`config.mk`:
```
export PLATFORM = sky130hd
export DESIGN_NAME = shift_rotate_unit_flat
export DESIGN_NICKNAME = d
export VERILOG_FILES = /design/src/rtl/shift_rotate_unit_if.sv /design/src/rtl/shift_rotate_unit.sv /design/src/flat_wrapper.sv
export SDC_FILE = /design/constraint.sdc
export NUM_CORES = 1
export LEC_CHECK = 0
export ABC_CLOCK_PERIOD_IN_PS = 3500
export CELL_PAD_IN_SITES_DETAIL_PLACEMENT = 0
export CELL_PAD_IN_SITES_GLOBAL_PLACEMENT = 2
export CORE_MARGIN = 3
export CORE_UTILIZATION = 30
export CTS_CLUSTER_DIAMETER = 50
export DETAILED_ROUTE_END_ITERATION = 7
export GPL_TIMING_DRIVEN = 0
export PLACE_DENSITY = 0.79
export SYNTH_ARGS = -nofsm -noshare
export SYNTH_HDL_FRONTEND = slang
export SYNTH_SLANG_ARGS = --single-unit
```
`constraint.sdc`:
```
create_clock -name Clock -period 3.5 [get_ports Clock]
set_input_delay 0.875 -clock Clock [delete_from_list [all_inputs] [get_ports Clock]]
set_output_delay 0.875 -clock Clock [all_outputs]
set_load 0.05 [all_outputs]
```
`src/rtl/shift_rotate_unit_if.sv`:
```
// Handshake and operand/result bundle for shift_rotate_unit.
// The zero/cout flag signals exist only when SHIFT_FLAGS_EN is defined.
interface shift_rotate_unit_if #(
    parameter int WIDTH = 32
);
    logic             start;
    logic [4:0]       operation;
    logic [WIDTH-1:0] A;
    logic [WIDTH-1:0] B;
    logic [WIDTH-1:0] result;
    logic             busy;
    logic             done;
    logic             err;
`ifdef SHIFT_FLAGS_EN
    logic             zero;
    logic             cout;
`endif

    modport master (
        output start, operation, A, B,
        input  result, busy, done, err
`ifdef SHIFT_FLAGS_EN
        , input zero, cout
`endif
    );

    modport slave (
        input  start, operation, A, B,
        output result, busy, done, err
`ifdef SHIFT_FLAGS_EN
        , output zero, cout
`endif
    );
endinterface

```
`src/rtl/shift_rotate_unit.sv`:
```
// Multi-cycle SHR/SHRA/SHL/ROR/ROL unit, up to STEP bits per busy cycle.
// Optional zero/cout result flags are built when SHIFT_FLAGS_EN is defined.
module shift_rotate_unit #(
    parameter int WIDTH = 32,
    parameter int STEP  = 4
) (
    input  logic           Clock,
    input  logic           Resetn,
    shift_rotate_unit_if.slave bus
);
    localparam int AW = $clog2(WIDTH);

    localparam logic [AW-1:0] STEP_W = AW'(STEP);
    localparam logic [AW:0]   WIDTH_W = (AW+1)'(WIDTH);

    localparam logic [4:0] OP_SHR  = 5'b01001;
    localparam logic [4:0] OP_SHRA = 5'b01010;
    localparam logic [4:0] OP_SHL  = 5'b01011;
    localparam logic [4:0] OP_ROR  = 5'b01100;
    localparam logic [4:0] OP_ROL  = 5'b01101;

    localparam logic [1:0] ST_IDLE  = 2'd0;
    localparam logic [1:0] ST_SHIFT = 2'd1;
    localparam logic [1:0] ST_DONE  = 2'd2;

    logic [1:0]       state_q,  state_d;
    logic [WIDTH-1:0] acc_q,    acc_d;
    logic [AW-1:0]    rem_q,    rem_d;
    logic [4:0]       op_q,     op_d;
    logic [WIDTH-1:0] result_q, result_d;
    logic             done_q,   done_d;
    logic             err_q,    err_d;
`ifdef SHIFT_FLAGS_EN
    logic             cflag_q,  cflag_d;
    logic             zero_q,   zero_d;
    logic             cout_q,   cout_d;
    logic             step_out;
`endif

    logic             op_legal;
    logic [AW-1:0]    step_amt;
    logic [AW:0]      inv_amt;
    logic [WIDTH-1:0] shifted;
    logic             unused_b;

    assign unused_b = ^bus.B[WIDTH-1:AW];

    assign op_legal = (op_q == OP_SHR) || (op_q == OP_SHRA) || (op_q == OP_SHL) ||
                      (op_q == OP_ROR) || (op_q == OP_ROL);

    // Per-cycle distance is min(STEP, rem); inv_amt is the complementary
    // distance used for the wrap-around half of the rotates.
    assign step_amt = (rem_q > STEP_W) ? STEP_W : rem_q;
    assign inv_amt  = WIDTH_W - {1'b0, step_amt};

    always_comb begin
        shifted = acc_q;
        case (op_q)
            OP_SHR:  shifted = acc_q >> step_amt;
            OP_SHRA: shifted = $unsigned($signed(acc_q) >>> step_amt);
            OP_SHL:  shifted = acc_q << step_amt;
            OP_ROR:  shifted = (acc_q >> step_amt) | (acc_q << inv_amt);
            OP_ROL:  shifted = (acc_q << step_amt) | (acc_q >> inv_amt);
            default: shifted = acc_q;
        endcase
    end

`ifdef SHIFT_FLAGS_EN
    // Right-going ops lose acc[s-1] last; left-going ops lose acc[WIDTH-s].
    always_comb begin
        step_out = 1'b0;
        case (op_q)
            OP_SHR, OP_SHRA, OP_ROR: step_out = acc_q[step_amt - 1'b1];
            OP_SHL, OP_ROL:          step_out = acc_q[inv_amt[AW-1:0]];
            default:                 step_out = 1'b0;
        endcase
    end
`endif

    always_comb begin
        state_d  = state_q;
        acc_d    = acc_q;
        rem_d    = rem_q;
        op_d     = op_q;
        result_d = result_q;
        done_d   = 1'b0;
        err_d    = 1'b0;
`ifdef SHIFT_FLAGS_EN
        cflag_d  = cflag_q;
        zero_d   = zero_q;
        cout_d   = cout_q;
`endif
        case (state_q)
            ST_IDLE: begin
                if (bus.start) begin
                    acc_d   = bus.A;
                    rem_d   = bus.B[AW-1:0];
                    op_d    = bus.operation;
                    state_d = ST_SHIFT;
`ifdef SHIFT_FLAGS_EN
                    cflag_d = 1'b0;
`endif
                end
            end
            ST_SHIFT: begin
                if ((rem_q == '0) || !op_legal) begin
                    result_d = acc_q;
                    done_d   = 1'b1;
                    err_d    = !op_legal;
                    state_d  = ST_DONE;
`ifdef SHIFT_FLAGS_EN
                    zero_d   = (acc_q == '0);
                    cout_d   = op_legal & cflag_q;
`endif
                end else begin
                    acc_d = shifted;
                    rem_d = rem_q - step_amt;
`ifdef SHIFT_FLAGS_EN
                    cflag_d = step_out;
`endif
                end
            end
            ST_DONE: state_d = ST_IDLE;
            default: state_d = ST_IDLE;
        endcase
    end

    always_ff @(posedge Clock or negedge Resetn) begin
        if (!Resetn) begin
            state_q  <= ST_IDLE;
            acc_q    <= '0;
            rem_q    <= '0;
            op_q     <= '0;
            result_q <= '0;
            done_q   <= 1'b0;
            err_q    <= 1'b0;
`ifdef SHIFT_FLAGS_EN
            cflag_q  <= 1'b0;
            zero_q   <= 1'b0;
            cout_q   <= 1'b0;
`endif
        end else begin
            state_q  <= state_d;
            acc_q    <= acc_d;
            rem_q    <= rem_d;
            op_q     <= op_d;
            result_q <= result_d;
            done_q   <= done_d;
            err_q    <= err_d;
`ifdef SHIFT_FLAGS_EN
            cflag_q  <= cflag_d;
            zero_q   <= zero_d;
            cout_q   <= cout_d;
`endif
        end
    end

    assign bus.result = result_q;
    assign bus.busy   = (state_q != ST_IDLE);
    assign bus.done   = done_q;
    assign bus.err    = err_q;
`ifdef SHIFT_FLAGS_EN
    assign bus.zero   = zero_q;
    assign bus.cout   = cout_q;
`endif
endmodule
```
`src/flat_wrapper.sv`:
```
// flat-port wrapper written by rule: the top's interface ports become plain ports
module shift_rotate_unit_flat 
#(
    parameter int WIDTH = 32,
    parameter int STEP  = 4
)
  (Clock, Resetn, bus_start, bus_operation, bus_A, bus_B, bus_result, bus_busy, bus_done, bus_err);
  shift_rotate_unit_if #(.WIDTH(WIDTH)) bus_i ();
  input  logic Clock;
  input  logic Resetn;
  input wire logic [$bits(bus_i.start)-1:0] bus_start;
  input wire logic [$bits(bus_i.operation)-1:0] bus_operation;
  input wire logic [$bits(bus_i.A)-1:0] bus_A;
  input wire logic [$bits(bus_i.B)-1:0] bus_B;
  output wire logic [$bits(bus_i.result)-1:0] bus_result;
  output wire logic [$bits(bus_i.busy)-1:0] bus_busy;
  output wire logic [$bits(bus_i.done)-1:0] bus_done;
  output wire logic [$bits(bus_i.err)-1:0] bus_err;
  assign bus_i.start = bus_start;
  assign bus_i.operation = bus_operation;
  assign bus_i.A = bus_A;
  assign bus_i.B = bus_B;
  assign bus_result = bus_i.result;
  assign bus_busy = bus_i.busy;
  assign bus_done = bus_i.done;
  assign bus_err = bus_i.err;
  shift_rotate_unit #(.WIDTH(WIDTH), .STEP(STEP)) u_core (.Clock(Clock), .Resetn(Resetn), .bus(bus_i));
endmodule
```
==> impl_metrics.json, run 1 <==
{
  "status": "completed",
  "antenna_found_initial": 3,
  "ir_worst_vdd_mv": 0.455,
  "hp-class": "input pin to asynchronous set/reset pin",
  "avgSynthCellArea_um2": 8.04,
  "power.switching_uw": 6430,
  "rows": 56,
  "cts_hold_buf": 0,
  "antenna_left": 0,
  "ys_seq_area_share_pct": 27.2,
  "htree_levels": 3,
  "drt_pass1_iterations": 7,
  "grt_usage_pct": 34.5,
  "synth_ff_type": "dfrtp_1",
  "numCtsBuffers": 9,
  "max_slew_margin_pct": 17.3,
  "routed_wl_um": 45700,
  "dieArea_mm2": 0.0259,
  "drive_gt1_share_pct": 16.0,
  "drv_cap": 0,
  "dpl.hpwl_um": 32300,
  "met1_length_um": 18500,
  "wl_met3_um": 5070,
  "grt_pass1_vias": 8356,
  "power.leakage_uw": 0.00329,
  "cp.arrival_ns": 3.75,
  "min_period_ns": 3.47,
  "initialDrtViolationCount": 1365,
  "fin_crit_sh_pct": 99.3,
  "swShare_pct": 59.6,
  "fp.coreArea_mm2": 0.0235,
  "power_frac_seq_pct": 16.1,
  "avgViaCountPerCell": 6.60,
  "clock_path_buffers": 2,
  "synthCells": 894,
  "gr-total-overflow": 0,
  "dr_wl_met2_um": 19400,
  "clkPwrFrac_pct": 9.4,
  "slew_viol_final": 0,
  "max_freq_mhz": 288,
  "worst_slew_pin_slew_ns": 1.23,
  "crit_required_ns": 3.78,
  "clkSinkCount": 78,
  "syn_area_mm2": 0.00719,
  "grt_max_degree": 44,
  "vias": 8638,
  "routed.top_layer": "met5",
  "worst_hold_slack_ns": 0.479,
  "startpoint_type": "register",
  "cts-root-buf": "clkbuf_16",
  "ios": 107,
  "worstPathMaxFanout": 19,
  "cts_tree": "yes",
  "p_int_uw": 4350,
  "area_growth_pct": 23.2,
  "io_buffers": 79,
  "drcViolationCount": 0,
  "syn_nets": 968,
  "setup_viol": 0,
  "synth_edf_count": 0,
  "total_power_uw": 10800,
  "power-per-cell-area_mw_per_mm2": 1220,
  "share_comb_of_total_power_pct": 74.5,
  "place.gp.congestion": 1.03,
  "hold_viol": 0,
  "skew_ns": 0.0138,
  "end_kind": "register",
  "fin_nets": 1057,
  "grt_first_pass_wirelength_um": 63800,
  "clkTransAtPathRegs_ns": 0.07,
  "ys_types": 86,
  "die_h_um": 161,
  "synth_seq_cells": 78,
  "die_w_um": 161,
  "start_util_pct": 30.5,
  "synthArstFlopShare_pct": 100,
  "critPathKind": "register to register",
  "worstSkewPairLatency_ns": 0.37,
  "routedWlPerCell_um": 34.9,
  "yosys_warnings": 0,
  "rsz0062_at_grt": "no"
}
## state kept, by name, summed over array words and instances (netlist names)
register and flops:
u_core.acc_q 32, u_core.bus.done 1, u_core.bus.err 1, u_core.bus.result 32, u_core.op_q 5, u_core.rem_q 5
u_core.state_q 2
## routing by layer
metal	vias to the layer above	GRT usage [%]
li1	3534	-
met1	4248	45.9
met2	681	50.8
met3	173	10.0
met4	2	17.7
met5	-	0
## power by group through the flow
stage	registers [µW]	logic [µW]	clock network [µW]
2_1_floorplan	2240	3990	0
3_3_place_gp	1720	7600	0
3_5_place_dp	1720	7530	0
4_1_cts	1710	7700	1020
5_1_grt	1780	8280	1050
6_report	1730	8040	1010
## logic make-up (layout without fill, tap and decap cells)
family | count (synthesis) | count (layout) | synth area share [%]
compound gates | 294 | 294 | 26.8
xor+xnor | 2 | 2 | 0.244
fa+ha+maj | 2 | 2 | 0.348
buf+inv | 115 | 209 | 7.26
flops | 78 | 78 | 27.2
mux | 119 | 119 | 18.6
other cells | 1 | 3 | 0.0522
simple gates | 283 | 283 | 19.5
## timing repair
item / 4_1_cts / 5_1_grt
endpoints found under the setup margin: 32 / 27
setup buffers: 2 / 0
pin swaps: 3 / 2
hold endpoints to repair: 0 / 0
gates resized for setup: 38 / 17
## synthesized netlist by cell type, types with 5 or more instances
cell / number / area [µm²]
and2_1: 6 / 37.5
nor3b_1: 5 / 37.5
and3_1: 6 / 37.5
dfrtp_1: 78 / 1950
nand2_1: 120 / 450
nand2b_1: 6 / 37.5
a211oi_1: 17 / 128
mux2i_1: 64 / 641
a31oi_1: 22 / 138
o21ai_0: 64 / 320
mux4_2: 6 / 135
buf_1: 5 / 18.8
or3_1: 22 / 138
buf_6: 5 / 56.3
o221ai_1: 7 / 61.3
o22ai_1: 26 / 163
a221oi_1: 11 / 96.3
o211ai_1: 14 / 105
nor2_1: 49 / 184
inv_1: 8 / 30.0
nor3_1: 15 / 75.1
nand4_1: 5 / 31.3
nand3_1: 22 / 110
a21oi_1: 68 / 340
clkbuf_1: 66 / 248
a21boi_0: 5 / 37.5
buf_2: 27 / 135
mux2_2: 46 / 518
## per-stage QoR
stage,cells,TNS [ns],utilization [%],cell area (µm²),setup slack (ns)
floorplan,894,0,-,7190,0.279
global placement,1292,-162.54,35.6,8380,-1.71
detailed placement,1293,-39.14,35.7,8400,-1.62
CTS,1309,0,37.4,8810,0.00725
global route,1307,0,37.6,8850,0.0156
finish,1309,0,37.6,8860,0.0259
## layout by cell type, fill, tap and decap left out, types with 5 or more instances in the layout
| master | Yosys | routed |
|---|---|---|
| o22ai_1 | 26 | 26 |
| dfrtp_1 | 78 | 76 |
| a21oi_1 | 68 | 68 |
| mux2_2 | 46 | 46 |
| nor2_1 | 49 | 47 |
| a211oi_1 | 17 | 15 |
| or3_1 | 22 | 22 |
| clkbuf_1 | 66 | 56 |
| a31oi_1 | 22 | 21 |
| o211ai_1 | 14 | 14 |
| nand3_1 | 22 | 22 |
| nand4_1 | 5 | 5 |
| nand2b_1 | 6 | 6 |
| nor3_1 | 15 | 15 |
| mux4_2 | 6 | 6 |
| clkbuf_16 | 0 | 9 |
| buf_6 | 5 | 6 |
| and2_1 | 6 | 6 |
| a21boi_0 | 5 | 5 |
| nand2_1 | 120 | 118 |
| clkdlybuf4s50_1 | 0 | 78 |
| clkbuf_4 | 0 | 5 |
| a221oi_1 | 11 | 10 |
| o21ai_0 | 64 | 61 |
| mux2i_1 | 64 | 61 |
| o21ai_1 | 4 | 5 |
| o221ai_1 | 7 | 7 |
| and3_1 | 6 | 6 |
| inv_1 | 8 | 7 |
| buf_2 | 27 | 24 |
| buf_4 | 3 | 7 |
## worst max-delay path, stage by stage (launching register included)
cell      delay [ns]
dfrtp_2         0.49
nor4b_2         0.20
buf_6           0.16
inv_8           0.12
buf_6           0.29
ha_2            0.30
nor4b_4         0.35
o21ai_2         0.26
nor2_4          0.29
a211oi_1        0.12
o21ai_0         0.55
a21boi_0        0.23
## final cells by class
cell class              count  area (µm²)
fillers                  2507       14700
multi-input cells         701        4830
flip-flops and latches     78        1950
repair buffers             82         831
plain buffers             102         507
well taps                 319         399
clock buffers              11         233
clock inverters             5        60.1
inverters                   9        41.3
diodes                      2        5.00
## final timing paths
check	startpoint	end	slack (ns)	cells past startpoint
max	u_core.rem_q[0]$_DFFE_PN0P_	u_core.acc_q[23]$_DFFE_PN0P_	0.03	11
min	Resetn	u_core.acc_q[11]$_DFFE_PN0P_	0.48	1
max reg2reg	u_core.rem_q[0]$_DFFE_PN0P_	u_core.acc_q[23]$_DFFE_PN0P_	0.03	11
min reg2reg	u_core.op_q[4]$_DFFE_PN0P_	u_core.op_q[4]$_DFFE_PN0P_	0.50	2
max in group asynchronous	Resetn	u_core.rem_q[0]$_DFFE_PN0P_	2.39	2
min in group Clock	u_core.op_q[4]$_DFFE_PN0P_	u_core.op_q[4]$_DFFE_PN0P_	0.50	2
Note: power is estimated with default switching activity, not from simulation.
==> inputs of run 2 (changes only) <==
CAP_MARGIN = 10   (was default)
==> results of run 2 <==
Final layout, timing and power as in run 1 (identical DEF).
